**src/rtl/rgmii_inband_status.sv**
```systemverilog
// RGMII in-band status filter: debounces the idle-time RXD nibble into committed link/speed/duplex.
// Latency: commit lands 2 clocks after the final matching sample reaches stage 1; no backpressure (free-running).
module rgmii_inband_status #(
    parameter int MATCH_COUNT    = 8,
    parameter int STALE_TIMEOUT  = 1024,
    parameter int BAD_COUNT_BITS = 8
) (
    input  logic                      clk,
    input  logic                      reset,
    input  logic                      rx_ctl_rise,
    input  logic                      rx_ctl_fall,
    input  logic [3:0]                rxd_rise,
    output logic                      rx_link_up,
    output logic                      rx_speed_10,
    output logic                      rx_speed_100,
    output logic                      rx_speed_1000,
    output logic                      rx_full_duplex,
    output logic                      status_valid,
    output logic                      status_changed,
    output logic                      status_stale,
    output logic [BAD_COUNT_BITS-1:0] bad_code_count
);

    localparam int MW = $clog2(MATCH_COUNT + 1);
    localparam int SW = $clog2(STALE_TIMEOUT + 1);
    localparam logic [MW-1:0] MATCH_MAX = MW'(MATCH_COUNT);
    localparam logic [SW-1:0] STALE_MAX = SW'(STALE_TIMEOUT);

    logic          s1_ctl_rise;
    logic          s1_ctl_fall;
    logic [3:0]    s1_rxd;
    logic [3:0]    candidate;
    logic [3:0]    cand_next;
    logic [3:0]    committed;
    logic [MW-1:0] match_cnt;
    logic [MW-1:0] match_next;
    logic          reached;
    logic [SW-1:0] stale_cnt;
    logic [SW-1:0] stale_next;
    logic          qual;
    logic          reserved;
    logic          do_commit;
    logic          load_speed;

    assign qual     = ~s1_ctl_rise & ~s1_ctl_fall;
    assign reserved = (s1_rxd[2:1] == 2'b11);

    // Non-qualified samples leave candidate and count untouched.
    always_comb begin
        match_next = match_cnt;
        cand_next  = candidate;
        if (qual) begin
            if (reserved) begin
                match_next = '0;
            end else if (s1_rxd == candidate) begin
                if (match_cnt != MATCH_MAX)
                    match_next = match_cnt + MW'(1);
            end else begin
                cand_next  = s1_rxd;
                match_next = MW'(1);
            end
        end
    end

    always_comb begin
        stale_next = stale_cnt;
        if (qual)
            stale_next = '0;
        else if (stale_cnt != STALE_MAX)
            stale_next = stale_cnt + SW'(1);
    end

    assign do_commit  = reached && ((candidate != committed) || !status_valid);
    // A link-down commit keeps the last speed so the outputs stay one-hot once valid.
    assign load_speed = candidate[0] || !status_valid;

    always_ff @(posedge clk or posedge reset) begin
        if (reset) begin
            s1_ctl_rise    <= 1'b0;
            s1_ctl_fall    <= 1'b0;
            s1_rxd         <= '0;
            candidate      <= '0;
            match_cnt      <= '0;
            reached        <= 1'b0;
            committed      <= '0;
            stale_cnt      <= '0;
            status_stale   <= 1'b0;
            bad_code_count <= '0;
            rx_link_up     <= 1'b0;
            rx_full_duplex <= 1'b0;
            rx_speed_10    <= 1'b0;
            rx_speed_100   <= 1'b0;
            rx_speed_1000  <= 1'b0;
            status_valid   <= 1'b0;
            status_changed <= 1'b0;
        end else begin
            s1_ctl_rise  <= rx_ctl_rise;
            s1_ctl_fall  <= rx_ctl_fall;
            s1_rxd       <= rxd_rise;
            candidate    <= cand_next;
            match_cnt    <= match_next;
            reached      <= (match_next == MATCH_MAX) && (match_cnt != MATCH_MAX);
            stale_cnt    <= stale_next;
            status_stale <= (stale_next == STALE_MAX);
            if (qual && reserved && (bad_code_count != {BAD_COUNT_BITS{1'b1}}))
                bad_code_count <= bad_code_count + BAD_COUNT_BITS'(1);
            status_changed <= do_commit;
            if (do_commit) begin
                committed      <= candidate;
                rx_link_up     <= candidate[0];
                rx_full_duplex <= candidate[3];
                status_valid   <= 1'b1;
                if (load_speed) begin
                    rx_speed_10   <= (candidate[2:1] == 2'b00);
                    rx_speed_100  <= (candidate[2:1] == 2'b01);
                    rx_speed_1000 <= (candidate[2:1] == 2'b10);
                end
            end
        end
    end

endmodule

```
**config.mk**
```make
export PLATFORM = sky130hd
export DESIGN_NAME = rgmii_inband_status
export DESIGN_NICKNAME = d
export VERILOG_FILES = /design/src/rtl/rgmii_inband_status.sv
export SDC_FILE = /design/constraint.sdc
export NUM_CORES = 1
export LEC_CHECK = 0
export ABC_AREA = 1
export BUFFER_PORTS_ARGS = -buffer_cell sky130_fd_sc_hd__buf_2
export CAP_MARGIN = 10
export CORE_MARGIN = 5
export CORE_UTILIZATION = 25
export DETAILED_ROUTE_END_ITERATION = 12
export GPL_ROUTABILITY_DRIVEN = 0
export REMOVE_ABC_BUFFERS = 1
export SLEW_MARGIN = 10
export SYNTH_ARGS = -nofsm -noshare
export SYNTH_HDL_FRONTEND = slang
export SYNTH_SLANG_ARGS = --single-unit
```
**constraint.sdc**
```tcl
create_clock -name clk -period 1.5 [get_ports clk]
set_clock_uncertainty 0.2 [all_clocks]
set_input_delay 0.075 -clock clk [delete_from_list [all_inputs] [get_ports clk]]
set_output_delay 0.075 -clock clk [all_outputs]
set_load 0.02 [all_outputs]
```
==> metrics.csv <==
metric;value;unit
start_util;0.253;
rsz0062_at_grt;true;
grt_start_max_net_pins;45;
num_rows;34;
clk_latency;0.30;ns
ant_nets;0;
grt_first_pass_wirelength;8540;um
ys_seq_elements;44;
vdd_drop_max;0.791;mV
relSlewSlack;0.811;
die_w;103;um
cts.sinks;44;
worstSetupPathType;reg -> reg;
cts_tree;yes;
cp-end-kind;flip-flop;
cts.reportedPaths.clkPinSlew;0.09;ns
worstPathRequired;1.55;ns
dpl.hpwl;3420;um
synth_flop_cell;dfrtp_1;
diodes;0;
netlist.area_leader.share;0.506;
reg2reg_from;stale_cnt[0]$_DFF_PP0_;
synth_common_cells;nand2_1, dfrtp_1, inv_1;
die_height;103;um
via_count;1966;
drive_above_1_share;0.469;
antenna_found_initial;0;
grt_pass1_vias;1992;
cts_root_buf;clkbuf_8;
p_leak;1.71;nW
synth_cell_type_count;30;
final.min_clock_period;1.78;ns
cts-buffers-inserted;5;
cp-start-kind;flip-flop;
crit_fanout;3;
drt_pass1_iterations;4;
max_cap_violations;0;
hold_viol;0;
fin_setup_tns;-2.02;ns
fmax;562;MHz
fillerInstances;871;
worst_slack;-0.278;ns
nets;362;
cp-startpoint;stale_cnt[0]$_DFF_PP0_;
post-route-period-util;1.19;
cp.arrival;1.82;ns
synth_largest_area_cell;dfrtp_1;
wl_per_cell;11.2;um
syn_area_per_cell;8.47;um^2
coreArea;0.00859;mm^2
clockBufferDepth;2;
fin_util;0.388;
setup_viol;20;
maxSlewViolCount;0;
worst_slew_pin_slew;0.281;ns
power_density;1080;mW/mm^2
ys_seq_area_frac;0.506;
status;finished with violations;
via_per_inst;4.29;
htree_num_levels;2;
synthCells;257;
hold_path.class;in -> async;
remaining_drc_errors;0;
grt_util_all_layers;0.101;
numPortBuffers;23;
yosysWarnings;0;
failed_checks;setup timing;
syn_to_final_growth;53.0;%
post-synth-top-count-cell;nand2_1;
async_reset_ff_frac;1.00;
top_level_ports;24;
die-area;0.0107;mm^2
p_total;3.59;mW
synth_area;0.00218;mm^2
grt_overflow_total;0;
synth_edf_count;0;
drtIter0Drc;32;
drt-total-wl;5150;um
netlist_top_cells_area;dfrtp_1, nand2_1, inv_1, nand3_1, nor2_1;
what timing repair did:
action,in CTS,in global routing
hold buffers,7,0
endpoints found under the hold margin,50,0
setup endpoints to repair,25,35
buffers inserted,12,8
pin swaps,16,25
resized for setup,23,68
power by group:
group          total, mW  internal [mW]  switching (mW)
sequential          1.44           1.31           0.124
combinational       1.19          0.626           0.565
clock              0.965          0.545           0.420
cells by family after synthesis:
group | after synthesis | share of synthesized area
AND/OR/NAND/NOR | 126 | 0.266
flip-flops | 44 | 0.506
buffers and inverters | 42 | 0.0741
AO/OA/AOI/OAI | 27 | 0.0736
XOR/XNOR | 13 | 0.0523
adder cells (fa/ha/maj) | 5 | 0.0287
worst max-delay path: stages (launching register included):
cell      delay (ns)
dfrtp_1         0.41
inv_2           0.09
ha_4            0.14
inv_2           0.03
nor2_1          0.07
nand3_1         0.11
o21bai_1        0.17
nand3_2         0.12
buf_4           0.15
buf_6           0.10
buf_6           0.10
inv_2           0.03
layout by cell type (no fill, tap or decap), drive strengths merged:
cell         synthesis  final
inv                 41     41
dlygate4sd3          0      7
buf                  1     79
clkinv               0      1
clkbuf               0      6
ha                   5      5
nor3b                1      1
bufinv               0      1
a22oi                1      1
and3                 2      2
a21oi               11     11
nor2                30     30
dfrtp               44     44
xnor2                5      5
nand3b               2      2
nor3                 3      3
o21bai               3      3
nand2               58     58
nand3               26     26
xor2                 8      8
a21o                 1      1
o22ai                1      1
o21ai               10     10
or2                  4      4
stage by stage:
step,area [um^2],cells,setup WS (ns),hold WS [ns]
after floorplan,2170,256,-0.204,-0.0936
after global placement,2730,425,-0.181,-0.0641
after detailed placement,2730,425,-0.239,-0.0671
after CTS,3080,452,-0.200,0.155
after global routing,3330,458,-0.405,0.190
final,3330,458,-0.278,0.140
cell type report:
| type | count | area, um^2 | area share |
|---|---|---|---|
| Clock buffer | 6 | 82.6 | 0.0248 |
| Clock inverter | 2 | 38.8 | 0.0116 |
| Inverter | 41 | 156 | 0.0470 |
| Multi-Input combinational cell | 171 | 1150 | 0.344 |
| Sequential cell | 44 | 1110 | 0.332 |
| Tap cell | 108 | 135 | 0.0406 |
| Timing Repair Buffer | 86 | 664 | 0.199 |
metal layers:
| metal | share of wire | track usage | routed length, um | vias up |
|---|---|---|---|---|
| li1 | - | - | - | 984 |
| met1 | 0.44 | 0.121 | 2280 | 944 |
| met2 | 0.51 | 0.174 | 2640 | 34 |
| met3 | 0.036 | 0.0262 | 187 | 4 |
| met4 | 0.0086 | 0.0369 | 44 | 0 |
| met5 | 0 | 0 | 0 | - |
state kept, by name, indices dropped and copies added, names as in the netlist, 3 cells and up:
register	cells
s1_rxd	4
bad_code_count	8
committed	3
stale_cnt	11
match_cnt	4
candidate	4
worst paths after layout:
path / endpoint / slack (ns) / cells past startpoint
setup / recovery: stale_cnt[1]$_DFF_PP0_ / -0.28 / 11
hold / removal: stale_cnt[9]$_DFF_PP0_ / 0.14 / 4
setup reg to reg: stale_cnt[1]$_DFF_PP0_ / -0.28 / 11
hold reg to reg: bad_code_count[6]$_DFFE_PP0P_ / 0.29 / 1
max in group asynchronous: s1_rxd[1]$_DFF_PP0_ / 0.73 / 4
min in group clk: s1_rxd[1]$_DFF_PP0_ / 0.21 / 2
Power figures use the tool's default switching activity.
